==> config.mk <==
export PLATFORM = sky130hd
export DESIGN_NAME = matrix_c_reader
export DESIGN_NICKNAME = d
export VERILOG_FILES = /design/src/rtl/matrix_c_reader.sv
export SDC_FILE = /design/constraint.sdc
export NUM_CORES = 1
export LEC_CHECK = 0
export BUFFER_PORTS_ARGS = -buffer_cell sky130_fd_sc_hd__buf_2
export CAP_MARGIN = 20
export CORE_ASPECT_RATIO = 2
export CORE_MARGIN = 5
export CORE_UTILIZATION = 40
export CTS_CLUSTER_DIAMETER = 60
export DETAILED_ROUTE_END_ITERATION = 6
export GPL_TIMING_DRIVEN = 0
export PLACE_DENSITY = 0.62
export SLEW_MARGIN = 30
export SYNTH_ARGS = -nofsm -noshare
export SYNTH_HDL_FRONTEND = slang
export SYNTH_SLANG_ARGS = --single-unit
==> constraint.sdc <==
create_clock -name clk -period 5.29 [get_ports clk]
set_input_delay 1.058 -clock clk [delete_from_list [all_inputs] [get_ports clk]]
set_output_delay 1.058 -clock clk [all_outputs]
set_load 0.1 [all_outputs]
==> src/rtl/matrix_c_reader.sv <==
// matrix_c_reader: drains result matrix C from the BRAM C read port in
// row-major order and streams each element over valid/ready, tagged with its
// (row, col) position and a last flag. A 2-entry buffer hides the 1-cycle
// BRAM read latency so the stream runs at one word per cycle when unstalled.
module matrix_c_reader #(
  parameter int ACC_WIDTH  = 32,
  parameter int M          = 4,
  parameter int P          = 4,
  parameter int ADDR_WIDTH = (M * P > 1) ? $clog2(M * P) : 1,
  localparam int ROW_W     = (M > 1) ? $clog2(M) : 1,
  localparam int COL_W     = (P > 1) ? $clog2(P) : 1
) (
  input  logic                  clk,
  input  logic                  rst_n,
  input  logic                  start,
  output logic                  busy,
  output logic                  done,
  output logic [ADDR_WIDTH-1:0] bram_c_addr,
  input  logic [ACC_WIDTH-1:0]  bram_c_rdata,
  output logic [ACC_WIDTH-1:0]  out_data,
  output logic [ROW_W-1:0]      out_row,
  output logic [COL_W-1:0]      out_col,
  output logic                  out_last,
  output logic                  out_valid,
  input  logic                  out_ready
);

  // The read counter is one bit wider than the address so it can reach M*P.
  localparam int               CNT_W     = ADDR_WIDTH + 1;
  localparam logic [CNT_W-1:0] TOTAL     = CNT_W'(M * P);
  localparam logic [CNT_W-1:0] LAST_ADDR = CNT_W'(M * P - 1);
  localparam logic [COL_W-1:0] LAST_COL  = COL_W'(P - 1);

  typedef enum logic [1:0] {
    S_IDLE,
    S_STREAM,
    S_DONE
  } state_e;

  typedef struct packed {
    logic [ACC_WIDTH-1:0] data;
    logic [ROW_W-1:0]     row;
    logic [COL_W-1:0]     col;
    logic                 last;
  } entry_t;

  state_e                state_q, state_d;
  logic [CNT_W-1:0]      rd_cnt_q, rd_cnt_d;
  logic [ROW_W-1:0]      rd_row_q, rd_row_d;
  logic [COL_W-1:0]      rd_col_q, rd_col_d;
  logic [ADDR_WIDTH-1:0] addr_q;

  // Tags of the read currently inside the BRAM pipeline.
  logic                  in_flight_q;
  logic [ROW_W-1:0]      fl_row_q;
  logic [COL_W-1:0]      fl_col_q;
  logic                  fl_last_q;

  // 2-entry output buffer (ping-pong pointers plus occupancy).
  entry_t                buf_q [2];
  logic                  wr_ptr_q;
  logic                  rd_ptr_q;
  logic [1:0]            count_q;

  entry_t                head;
  logic                  pop;
  logic                  room;
  logic                  issue;

  // Handshake and read-issue decode; address holds when no read is issued.
  always_comb begin
    head  = buf_q[rd_ptr_q];
    pop   = (count_q != 2'd0) && out_ready;
    // A word leaving the buffer this cycle frees a slot for a new read, which
    // is what keeps the stream at one word per cycle.
    room  = ((count_q + {1'b0, in_flight_q}) != 2'd2) || pop;
    issue = (state_q == S_STREAM) && (rd_cnt_q < TOTAL) && room;
    bram_c_addr = issue ? rd_cnt_q[ADDR_WIDTH-1:0] : addr_q;
  end

  // FSM next state and row-major read position.
  always_comb begin
    // NOTE: every variable gets a default before the case so no path leaves
    // it unassigned, which would otherwise infer a latch.
    state_d  = state_q;
    rd_cnt_d = rd_cnt_q;
    rd_row_d = rd_row_q;
    rd_col_d = rd_col_q;
    case (state_q)
      S_IDLE: begin
        if (start) begin
          state_d  = S_STREAM;
          rd_cnt_d = '0;
          rd_row_d = '0;
          rd_col_d = '0;
        end
      end
      S_STREAM: begin
        if (issue) begin
          rd_cnt_d = rd_cnt_q + CNT_W'(1);
          if (rd_col_q == LAST_COL) begin
            rd_col_d = '0;
            rd_row_d = rd_row_q + ROW_W'(1);
          end else begin
            rd_col_d = rd_col_q + COL_W'(1);
          end
        end
        if (pop && head.last) begin
          state_d = S_DONE;
        end
      end
      S_DONE:  state_d = S_IDLE;
      default: state_d = S_IDLE;
    endcase
  end

  // FSM, read counter, held address and in-flight tag registers.
  always_ff @(posedge clk or negedge rst_n) begin
    if (!rst_n) begin
      state_q     <= S_IDLE;
      rd_cnt_q    <= '0;
      rd_row_q    <= '0;
      rd_col_q    <= '0;
      addr_q      <= '0;
      in_flight_q <= 1'b0;
      fl_row_q    <= '0;
      fl_col_q    <= '0;
      fl_last_q   <= 1'b0;
    end else begin
      // NOTE: sequential state uses non-blocking assignments so every
      // register samples pre-edge values regardless of statement order.
      state_q     <= state_d;
      rd_cnt_q    <= rd_cnt_d;
      rd_row_q    <= rd_row_d;
      rd_col_q    <= rd_col_d;
      addr_q      <= bram_c_addr;
      in_flight_q <= issue;
      if (issue) begin
        fl_row_q  <= rd_row_q;
        fl_col_q  <= rd_col_q;
        fl_last_q <= (rd_cnt_q == LAST_ADDR);
      end
    end
  end

  // Output buffer: capture returning BRAM data, pop on handshake.
  always_ff @(posedge clk or negedge rst_n) begin
    if (!rst_n) begin
      // NOTE: the two buffer entries are reset on purpose so out_data/out_row/
      // out_col read zero after reset; a deep storage array would not be.
      for (int i = 0; i < 2; i++) begin
        buf_q[i] <= '0;
      end
      wr_ptr_q <= 1'b0;
      rd_ptr_q <= 1'b0;
      count_q  <= 2'd0;
    end else begin
      if (in_flight_q) begin
        buf_q[wr_ptr_q] <= '{data: bram_c_rdata, row: fl_row_q,
                             col: fl_col_q, last: fl_last_q};
        wr_ptr_q        <= ~wr_ptr_q;
      end
      if (pop) begin
        rd_ptr_q <= ~rd_ptr_q;
      end
      count_q <= count_q + {1'b0, in_flight_q} - {1'b0, pop};
    end
  end

  assign busy      = (state_q == S_STREAM);
  assign done      = (state_q == S_DONE);
  assign out_valid = (count_q != 2'd0);
  assign out_data  = head.data;
  assign out_row   = head.row;
  assign out_col   = head.col;
  assign out_last  = head.last & out_valid;

endmodule

==> results.md <==
| Result | This run |
|---|---|
| Worst setup SP type | input port |
| Area of the core | 10500 sq um |
| Share of flip-flops with an asynchronous set or reset after synthesis | 100% |
| Die outline area | 13100 sq um |
| RSZ-0062 raised after global routing | false |
| Initial antenna violation count | 0 |
| Clock-pin slew reported for the worst setup and hold paths after clock tree synthesis | 0.06 ns |
| Final Core Density | 49.9% |
| Largest cells by area after synthesis | sky130_fd_sc_hd__dfrtp_1 57%, sky130_fd_sc_hd__mux2_2 31%, sky130_fd_sc_hd__ha_1 1.4% |
| Aggregate global-route resource usage | 14.0% |
| Category of the worst setup path capture point | primary output |
| Total number of vias | 2610 |
| Number of iterations in the first detailed-routing pass | 4 |
| Clock period minus final worst setup slack | 3.56 ns |
| Power density over the cells | 479 nW/um^2 |
| DPL Wire Length | 6.37 mm |
| Largest incremental delay on the critical path | 0.41 ns |
| Antenna-violating nets left | 0 |
| Final count of pins violating max slew | 0 |
| Latest clock arrival within the worst-skew pair | 0.34 ns |
| Drt wl/cell | 16.5 um |
| Sink Count | 99 |
| Number of diodes added for antenna fixing | 0 |
| Status | finished clean |
| Fillers | 944 |
| CTS root buffer | sky130_fd_sc_hd__clkbuf_16 |
| Multiplexer area fraction after synthesis | 32.1% |
| Std cell rows | 53 |
| Portion of the clock cycle consumed by the worst path in the final layout | 67.4% |
| Floorplan die width | 83.6 um |
| Most area-hungry cell type in the Yosys netlist | sky130_fd_sc_hd__dfrtp_1 |
| Leading cell types by count after synthesis | 118 x sky130_fd_sc_hd__mux2_2, 99 x sky130_fd_sc_hd__dfrtp_1, 10 x sky130_fd_sc_hd__buf_2, 10 x sky130_fd_sc_hd__nand2_1, 9 x sky130_fd_sc_hd__inv_1 |
| Category of the critical setup timing path | in2out |
| Static leakage power | 2.48 nW |
| Number of top-level pins | 80 |
| Basic-gate share of the synthesized area counting and, or, nand and nor cells | 4.54% |
| Area growth from synthesis to layout | 21.5% |
| Post-route total power | 2.52 mW |
| Number of instances in the synthesized netlist | 295 |
| Vert. Die Dim | 157 um |
| Starting density of the core | 41.1% |
| Total Wirelength | 8.71 mm |
| Register bit total from synthesis | 99 |
| Final-layout setup total negative slack | 0 ns |
| Compound-gate portion of the synthesized area | 1.73% |
| Maximum capacitance violations | 0 |
| Portion of synthesized cell area occupied by the leading cell type | 57.2% |
| Total of hold buffers inserted after clock tree synthesis | 0 |
| Req. time, crit path | 4.23 ns |
| Most numerous cell on the critical path | sky130_fd_sc_hd__buf_2 |
| CTS tree | yes |
| Slew of the pin with the lowest slew margin | 0.577 ns |
| Worst ir drop on vdd | 0.336 mV |
| Total of warnings raised by yosys | 0 |
| Worst hold path type | reg2reg |
| Maximum number of buffers from clock root to sink | 2 |
| Achievable clock frequency | 0.281 GHz |
| CTS buffer count | 9 |
| Post-Synth XOR/XNOR Area | 0.809% |
| Largest driver fanout on the critical path | 10 |
| Final Hold Fails | 0 |
| Post-CTS Resized | 0 |
| Fraction of the mapped netlist area in adder cells | 1.45% |
| Global-route wire length before repair | 14.4 mm |
| Clock H-tree levels | 3 |
| Crit path cell chain | buf_2 -> a21oi_1 -> nand3_2 -> nand2_4 -> inv_4 -> mux2_4 -> buf_2 |
| Most common flop cell mapped by yosys | sky130_fd_sc_hd__dfrtp_1 |
| Number of nets produced by synthesis | 336 |
| Via count of the first global-routing pass | 2854 |
| Most frequent cell after synthesis | sky130_fd_sc_hd__mux2_2 |
| Seq/Total Area, Yosys | 57.2% |
| Final setup vio count | 0 |
| DR DRC count | 0 |
| Via count normalized by instance count | 4.95 |
| # Post-CTS Setup Buffers | 0 |
| Count of cell types in the netlist | 31 |
| Arrival time reported for the critical path endpoint | 2.51 ns |
| Proportion of layout cells with a drive suffix above 1 | 59.2% |
| IO buf count | 79 |
| Combinational family with the most area after synthesis | multiplexers |
| Syn Area/Cell | 14.7 sq um |
| Synth Cell Area | 4330 sq um |
| Net total in the final layout | 427 |
| Relative slew slack | 61.6% |
| Final weighted congestion in routability-driven placement | 0.778 |
| Remaining Overflow, GRT | 0 |
| Cell with the largest stage delay on the worst path | sky130_fd_sc_hd__buf_2 |
| Pin count of the biggest net entering global routing | 64 |
| Number of synthesized flops with an enable pin | 0 |
| Initial detailed-routing violation count | 48 |
| Layout Skew | 0.00492 ns |
| Worst Slack Setup Final | 1.73 ns |
| Post-Place Worst Slack | 1.71 ns |
[area by class of cell]
class / instances / area, sq um / share of cell area, %
Inverter: 10 / 40.0 / 0.761
Timing Repair Buffer: 80 / 429 / 8.16
Clock inverter: 6 / 105 / 2.00
Tap cell: 137 / 171 / 3.26
Buffer: 11 / 53.8 / 1.02
Sequential cell: 99 / 2480 / 47.1
Clock buffer: 9 / 225 / 4.28
Multi-Input combinational cell: 175 / 1760 / 33.4
[cell families after synthesis]
group / after synthesis
fa+ha+maj: 5
compound gates: 12
buf+inv: 21
simple gates: 31
flops: 99
xor+xnor: 4
mux: 123
[metal layers]
| layer | vias to the layer above | global-route usage (%) | routed length (um) |
|---|---|---|---|
| li1 | 1229 | - | - |
| met1 | 1319 | 15.3 | 3200 |
| met2 | 46 | 25.3 | 4920 |
| met3 | 16 | 2.30 | 326 |
| met4 | 0 | 8.59 | 257 |
| met5 | - | 0 | 0 |
[cell usage in the layout (no fill, tap or decap), drive strengths merged]
cell      n
dfrtp    99
mux2i     3
a21boi    1
a21oi     1
a211o     1
clkbuf   10
buf      90
and3b     1
xnor2     3
nand3     5
xor2      1
mux2    120
nor2      5
and3      2
a22o      1
and2b     1
inv      10
nor3      3
nand2    11
bufinv    3
clkinv    3
nor4b     1
ha        5
nand2b    1
o21ai     6
nor2b     1
o22ai     1
a41oi     1
[path summary, 6_finish.rpt]
check                                 startpoint                    end  slack, ns  cells past startpoint
max                                    out_ready         bram_c_addr[0]       1.73                      7
min in group asynchronous                  rst_n  buf_q[71]$_DFFE_PN0P_       0.61                      1
min                          addr_q[2]$_DFF_PN0_    addr_q[2]$_DFF_PN0_       0.49                      1
max reg2reg                in_flight_q$_DFF_PN0_    addr_q[0]$_DFF_PN0_       3.39                      6
max in group asynchronous                  rst_n   wr_ptr_q$_DFFE_PN0P_       4.03                      2
min reg2reg                  addr_q[2]$_DFF_PN0_    addr_q[2]$_DFF_PN0_       0.49                      1
[through the flow]
stage,cell area (sq um),std cells,hold WS [ns]
finish,5260,527,0.492
global route,5260,527,0.519
CTS,5260,527,0.497
detailed placement,4930,512,0.477
global placement,4900,511,0.475
floorplan,4330,295,0.456
[flip-flops by register name, summed over array words and instances (netlist names), 2 cells and up]
signal and count:
count_q 2, fl_col_q 2, rd_col_q 2, buf_q 74, state_q 2, rd_row_q 2
addr_q 4, rd_cnt_q 5, fl_row_q 2
[power by group]
part	internal (mW)	switching, mW	leakage [nW]
combinational	0.214	0.768	1.11
clock	0.457	0.264	0.165
sequential	0.794	0.0209	1.20
[critical path, delay by kind of cell]
family	cells	cell delay [ns]
buf+inv	3	0.62
compound gates	1	0.18
simple gates	2	0.43
mux	1	0.21
Power figures use the tool's default switching activity.
